File: src/rtl/mem_port_arbiter_pkg.sv
// Shared types and constants for the cache-to-memory port arbiter.
// The line-address width helper keeps port widths consistent across files.
package mem_port_arbiter_pkg;

   typedef enum logic [1:0] {IDLE, ISSUE, WAIT, DONE} state_t;

   localparam int PORT_D = 0;
   localparam int PORT_I = 1;

   function automatic int line_w(input int addr_w, input int line_addr_len);
      return addr_w - line_addr_len - 2;
   endfunction

endpackage

File: src/rtl/mem_port_arbiter_rr_arb2.sv
// Two-requester round-robin pick. The pointer remembers the last owner, so on
// contention the other port wins; after reset the data cache is favoured.
module rr_arb2
   import mem_port_arbiter_pkg::*;
(
   input  logic       clk,
   input  logic       rst,
   input  logic [1:0] req,
   input  logic       update,
   input  logic       owner,
   output logic       pick
);

   logic last_reg;

   always_ff @(posedge clk or posedge rst) begin
      if (rst)
         last_reg <= 1'(PORT_I);
      else if (update)
         last_reg <= owner;
   end

   always_comb begin
      pick = 1'(PORT_D);
      if (req == 2'b10)
         pick = 1'(PORT_I);
      else if (req == 2'b11)
         pick = ~last_reg;
   end

endmodule

File: src/rtl/mem_port_arbiter.sv
// Grants the single memory port to the data or instruction cache and walks the
// owner's line one word at a time against a fixed-latency memory.
module mem_port_arbiter
   import mem_port_arbiter_pkg::*;
#(
   parameter int LINE_ADDR_LEN = 3,
   parameter int ADDR_W        = 32,
   parameter int MEM_LAT       = 4
) (
   input  logic                                         clk,
   input  logic                                         rst,
   input  logic [1:0]                                   req,
   input  logic [1:0]                                   wr,
   input  logic [line_w(ADDR_W, LINE_ADDR_LEN)-1:0]     line_addr0,
   input  logic [line_w(ADDR_W, LINE_ADDR_LEN)-1:0]     line_addr1,
   input  logic [31:0]                                  wdata0,
   input  logic [31:0]                                  wdata1,
   output logic [1:0]                                   gnt,
   output logic [LINE_ADDR_LEN-1:0]                     word_idx,
   output logic [31:0]                                  rdata,
   output logic                                         rvalid,
   output logic [1:0]                                   done,
   output logic [ADDR_W-1:0]                            mem_addr,
   output logic [31:0]                                  mem_wdata,
   output logic                                         mem_we,
   output logic                                         mem_re,
   input  logic [31:0]                                  mem_rdata
);

   localparam int LW = line_w(ADDR_W, LINE_ADDR_LEN);
   localparam int CW = (MEM_LAT > 1) ? $clog2(MEM_LAT) : 1;
   localparam logic [CW-1:0]            LAST_CNT  = CW'(MEM_LAT - 1);
   localparam logic [LINE_ADDR_LEN-1:0] LAST_WORD = '1;

   state_t                   state_reg, state_next;
   logic                     owner_reg, owner_next;
   logic                     wr_reg, wr_next;
   logic [LW-1:0]            line_reg, line_next;
   logic [LINE_ADDR_LEN-1:0] idx_reg, idx_next;
   logic [CW-1:0]            cnt_reg, cnt_next;
   logic [31:0]              rdata_reg, rdata_next;
   logic                     pick;

   rr_arb2 u_arb (
      .clk    (clk),
      .rst    (rst),
      .req    (req),
      .update (state_reg == DONE),
      .owner  (owner_reg),
      .pick   (pick)
   );

   always_ff @(posedge clk or posedge rst) begin
      if (rst) begin
         state_reg <= IDLE;
         owner_reg <= 1'b0;
         wr_reg    <= 1'b0;
         line_reg  <= '0;
         idx_reg   <= '0;
         cnt_reg   <= '0;
         rdata_reg <= '0;
      end else begin
         state_reg <= state_next;
         owner_reg <= owner_next;
         wr_reg    <= wr_next;
         line_reg  <= line_next;
         idx_reg   <= idx_next;
         cnt_reg   <= cnt_next;
         rdata_reg <= rdata_next;
      end
   end

   always_comb begin
      state_next = state_reg;
      owner_next = owner_reg;
      wr_next    = wr_reg;
      line_next  = line_reg;
      idx_next   = idx_reg;
      cnt_next   = cnt_reg;
      rdata_next = rdata_reg;
      gnt        = (state_reg != IDLE) ? (2'b01 << owner_reg) : 2'b00;
      done       = 2'b00;
      rvalid     = 1'b0;
      rdata      = rdata_reg;
      mem_we     = 1'b0;
      mem_re     = 1'b0;
      mem_wdata  = '0;
      case (state_reg)
         IDLE: begin
            if (req != 2'b00) begin
               owner_next = pick;
               wr_next    = wr[pick];
               line_next  = (pick == 1'(PORT_I)) ? line_addr1 : line_addr0;
               idx_next   = '0;
               state_next = ISSUE;
            end
         end
         ISSUE: begin
            if (wr_reg) begin
               mem_we    = 1'b1;
               mem_wdata = (owner_reg == 1'(PORT_I)) ? wdata1 : wdata0;
            end else begin
               mem_re = 1'b1;
            end
            cnt_next   = '0;
            state_next = WAIT;
         end
         WAIT: begin
            cnt_next = cnt_reg + CW'(1);
            if (cnt_reg == LAST_CNT) begin
               // Read data is forwarded in the cycle it arrives and held afterwards.
               if (!wr_reg) begin
                  rvalid     = 1'b1;
                  rdata      = mem_rdata;
                  rdata_next = mem_rdata;
               end
               if (idx_reg == LAST_WORD) begin
                  state_next = DONE;
               end else begin
                  idx_next   = idx_reg + LINE_ADDR_LEN'(1);
                  state_next = ISSUE;
               end
            end
         end
         DONE: begin
            done       = gnt;
            state_next = IDLE;
         end
         default: state_next = IDLE;
      endcase
   end

   assign word_idx = idx_reg;
   assign mem_addr = {line_reg, idx_reg, 2'b00};

endmodule

File: config.mk
export PLATFORM = sky130hd
export DESIGN_NAME = mem_port_arbiter
export DESIGN_NICKNAME = d
export VERILOG_FILES = /design/src/rtl/mem_port_arbiter_pkg.sv /design/src/rtl/mem_port_arbiter_rr_arb2.sv /design/src/rtl/mem_port_arbiter.sv
export SDC_FILE = /design/constraint.sdc
export NUM_CORES = 1
export LEC_CHECK = 0
export CORE_AREA = 2 2 102 104
export CTS_BUF_LIST = sky130_fd_sc_hd__clkbuf_8
export DETAILED_ROUTE_END_ITERATION = 12
export DIE_AREA = 0 0 104 106
export DONT_BUFFER_PORTS = 1
export MAX_ROUTING_LAYER = met4
export SYNTH_ARGS = -nofsm -noshare
export SYNTH_HDL_FRONTEND = slang
export SYNTH_SLANG_ARGS = --single-unit
File: constraint.sdc
create_clock -name clk -period 2.3 [get_ports clk]
set_input_delay 0.46 -clock clk [delete_from_list [all_inputs] [get_ports clk]]
set_output_delay 0.46 -clock clk [all_outputs]
set_load 0.02 [all_outputs]
# Word-level counts from Yosys, hierarchy flattened
# Cells that the tools add are included.
# word_totals
ram_bits	0
regBits	69
latchBits	0
romBits	0
inputBits	156
wordCells	59
n_memories	0
# classes
div_mod_pow	0
n_mux	28
multipliers	0
eq_ne	10
order_cmp	1
shifts	1
n_reduce_logical	8
n_addsub	2
bitwise	1
# ops
operator	count
32-bit two-way mux	6
27-bit two-way mux	1
2-bit equality test (second input constant)	5
1-bit two-way mux	10
2-bit two-way mux	5
3-bit two-way mux	3
2-bit case mux with 4 select lines	1
2-bit nonzero test	4
2-bit inequality test (second input constant)	3
3-bit case mux with 2 select lines	1
2-bit case mux with 2 select lines	1
2-bit AND reduction	2
4-bit AND reduction	1
3-bit by 1-bit adder with 3-bit output (second input constant)	1
3-bit equality test (second input constant)	1
2-bit by 1-bit adder with 2-bit output (second input constant)	1
2-bit by 1-bit equality test with 1-bit output (second input constant)	1
2-bit zero test	1
1-bit by 2-bit < comparator with 1-bit output (second input constant)	1
1-bit by 1-bit << shifter with 2-bit output (first input constant)	1
1-bit NOT	1

# Longest topological paths before layout
# depth
word_depth	5
mapped_depth	7
depth_no_buf	5

# Cells and area by module
# Synthesis repeated with hierarchy kept, for this count alone.
# hier_totals
hier_cells	324
hier_area_um2	3638.5
# modules_own_cells
module	area_per_inst_um2	seq_area_each_um2	cells_each	n_inst
mem_port_arbiter	3585.9	1701.6	320	1
rr_arb2	52.6	26.3	4	1

# Least setup slack after synthesis
# OpenSTA, ideal clock, no wires.
# synth_timing
path_kind	flip-flop to output port
from	reg state_reg[0]
to	out rdata[10]
slack_ns	0.369
stages_incl_launch_ff	6
path_buffers	1
t_arrival_ns	1.471
path_cell_list	dfrtp_1 inv_1 ha_1 nand3b_1 buf_2 mux2_2
# synth_via
elab_chain_len	2
# synth_rtl
item	line_no	source
start: declaration	mem_port_arbiter.sv:35	state_t state_reg, state_next;
start signal: assignment	mem_port_arbiter.sv:63	state_reg <= state_next;
2-bit equality test	mem_port_arbiter.sv:88	case (state_reg)
32-bit two-way mux	-	
end: declaration	mem_port_arbiter.sv:20	output logic [31:0] rdata,
# No other way between the ends.

# Final worst setup path
# layout_timing
from	reg state_reg[0]
to	out rdata[15]
# The elaborated chain is that of the path after synthesis.

==> results.md <==
- Commonest non-fill, non-tap cell in the layout: dfrtp_1
- F_max: approximately 450 MHz
- First-pass GRT wire length: between 10 and 15 mm
- Drt drc: 0
- Die outline area: approximately 11000 um2
- # Max-Cap Violations: 0
- RSZ-0062 raised after global routing: true
- Clk pwr share: 0.217
- Syn-to-layout area delta: 23.7%
- Router iterations before antenna repair: 4
- Critical Path Start Type: register
- Final hold vios: 0
- Outcome: finished, final reports clean
- Sw Pwr: approximately 2.2 mW
- Avg WL per Cell: 18.1 um
- Sequential-to-total area share from yosys stat: 0.485
- Vias/cell: 5.00
- All-Layer GR Usage: 0.155
- Design Area, Final: 4410 um2
- Final worst-path cycle share: 0.962
- Minimum clock period: 2.21 ns
- Commonest non-fill, non-tap cells in the layout: 67 x dfrtp_1, 61 x mux2i_1, 40 x buf_4, 35 x nor2_1, 32 x mux2_4
- RD Place Congestion: approximately 0.74
- Initial antenna violation count: 0
- Cell row count: 37
- Max reg flops: 32
- Reg2reg path depth: 5
- Final HPWL DP: 6.74 mm
- Root Driver: clkbuf_8
- Logic pwr share: 0.374
- Int Power: ~3.1 mW
- Layout Skew: 0.00520 ns
- Vias in the first global route: ~2400
- Worst R2R End: word_idx[1]
- Sw frac: 0.415
- CTS Buf Count: 9
- Reg power frac: 0.408
- M1 WL: between 3 and 4 mm
- N_diodes: 0
- Number of nets in the layout: 526
- Cell Pwr Density: between 1000 and 1500 nW/um2
- Mapped Avg Cell Area: 10.9 um2
- Top sig layer: met4
- I/O pin cnt: 262
- WS Path Type: reg2out
- CP max stage cell: dfrtp_1
- Netlist cell types: 29
- Residual overflow from global routing: 0
- Worst path max stage delay: between 0.3 and 0.4 ns
- Placement Setup Slack: 0.305 ns
- Static Leak: 2.23 nW
- Met2 WL post-DR: just under 5 mm
- Clock-pin slew on the worst setup and hold paths: 0.08 ns
- R2R Setup Slk: 0.48 ns
- Crit. End Element: output port
- Slew Limit Fails: 0
- Syn Std Cell Area: 3560 um2
- Drt initial violations: 156
- DP Area: 3970 um2
- Mapped Cells: 326
- CTS tree: yes
- Number of nets with antenna violations after routing: 0
- DR vias: 2510
- # clock sinks: 69
- Initial Util: 0.356
- Die height: 106 um
- Critical Path Fanout Max: 16
- Yosys warning count: 0
- Total wire length: between 9 and 10 mm
- CTS H-tree lvls: 3
- Core area: 10000 um2
- Largest net degree at the start of global routing: 58
- Worst R2R Start: word_idx[0]
- Yosys reg bits: 69
- Peak supply drop: 0.434 mV
- Setup violators final: 0
- Layout cells sized above 1: 0.287
- Die Width: 104 um
- Worst path cell trace: inv_2, ha_4, nand3b_1, buf_6, buf_16, mux2_4
- Worst-skew pair later-pin latency: 0.34 ns
- Hold crit path type: in2async
- Required @ worst endpoint: 1.84 ns
- Fill cells: 967
- Final setup margin: 0.0867 ns
- Maximum root-to-sink buffer count: 2
- Met3 WL post-DR: 810 um
- Crit path DAT: 1.75 ns
- Power, Total: 5.25 mW
- I/O Buffers: 0
- Setup TNS Final: 0 ns
==> power groups by stage <==
stage	clock (mW)	sequential, mW	combinational, mW
2_1_floorplan	0	2.02	1.48
3_3_place_gp	0	2.16	1.83
3_5_place_dp	0	2.17	1.89
4_1_cts	1.19	2.14	1.94
5_1_grt	1.25	2.19	2.15
6_report	1.14	2.14	1.96
==> worst max-delay path, delay by kind of cell (launching register included) <==
family / cells / cell delay (ns)
adder cells (fa/ha/maj): 1 / 0.15
buffers and inverters: 3 / 0.43
flip-flops: 1 / 0.39
multiplexers: 1 / 0.35
AND/OR/NAND/NOR: 1 / 0.09
==> metal layers <==
metal	vias to the layer above	track usage
met4	0	0.0463
met1	1179	0.163
li1	1179	-
met3	9	0.0509
met2	143	0.280
met5	-	-
==> per-stage QoR <==
stage               utilization  instances  hold WS, ns
finish                    0.441        502       0.0144
detailed placement        0.397        480        0.392
global placement          0.397        480        0.389
CTS                       0.432        501      0.00730
floorplan                     -        327        0.504
global route              0.441        502       0.0285
==> worst max-delay path by stage <==
stage                  to  cells past startpoint    startpoint  slack (ns)
3_5_place_dp    rdata[30]                      5  state_reg[0]        0.31
2_1_floorplan  cnt_reg[0]                      1           rst        0.10
4_1_cts          rdata[4]                      6  state_reg[0]       0.006
5_1_grt          rdata[4]                      6  state_reg[0]      -0.006
6_report        rdata[15]                      6  state_reg[0]        0.09
3_3_place_gp    rdata[30]                      5  state_reg[0]        0.36
==> cells in the mapped netlist <==
library cell  number  area share
buf_2             12       0.017
nand3_1            2      0.0028
o21ai_1            9       0.013
a21oi_1            1      0.0014
o41ai_1            1      0.0025
o2bb2ai_1          1      0.0025
and3b_1            1      0.0025
or3_1              1      0.0018
ha_1               9       0.032
and2_1             3      0.0053
dfstp_2            1      0.0074
o31ai_1            1      0.0021
nand2b_1           1      0.0018
mux2i_1           61        0.17
nor2_1            35       0.037
buf_4              5       0.011
nor3b_2            1      0.0035
dfrtp_1           68        0.48
nor2b_1            3      0.0053
o32a_1             1      0.0028
a21bo_2            1      0.0028
conb_1             1      0.0011
buf_6              2      0.0063
nand3b_1           2      0.0042
nand2_1           31       0.033
inv_1             10       0.011
clkbuf_1           5      0.0053
o21ai_0           24       0.034
mux2_2            33        0.10
==> logic make-up after synthesis <==
group / synth area share
compound gates: 0.0604
fa+ha+maj: 0.0316
buf+inv: 0.0495
flops: 0.485
mux: 0.276
other cells: 0.00105
simple gates: 0.0966
==> area by class of cell <==
cell class | count | area [um2] | area share
multi-input combinational | 224 | 1810 | 0.410
sequential | 69 | 1730 | 0.392
timing repair buffer | 47 | 430 | 0.0977
tap | 136 | 170 | 0.0386
clock buffer | 10 | 138 | 0.0312
clock inverter | 6 | 93.8 | 0.0213
inverter | 10 | 37.5 | 0.00852
==> repair_timing <==
item,in CTS,in global routing
gates cloned,1,0
buffers inserted,4,1
hold buffers,0,0
resized for setup,18,21
setup endpoints to repair,32,32
Note: power is estimated with default switching activity, not from simulation.
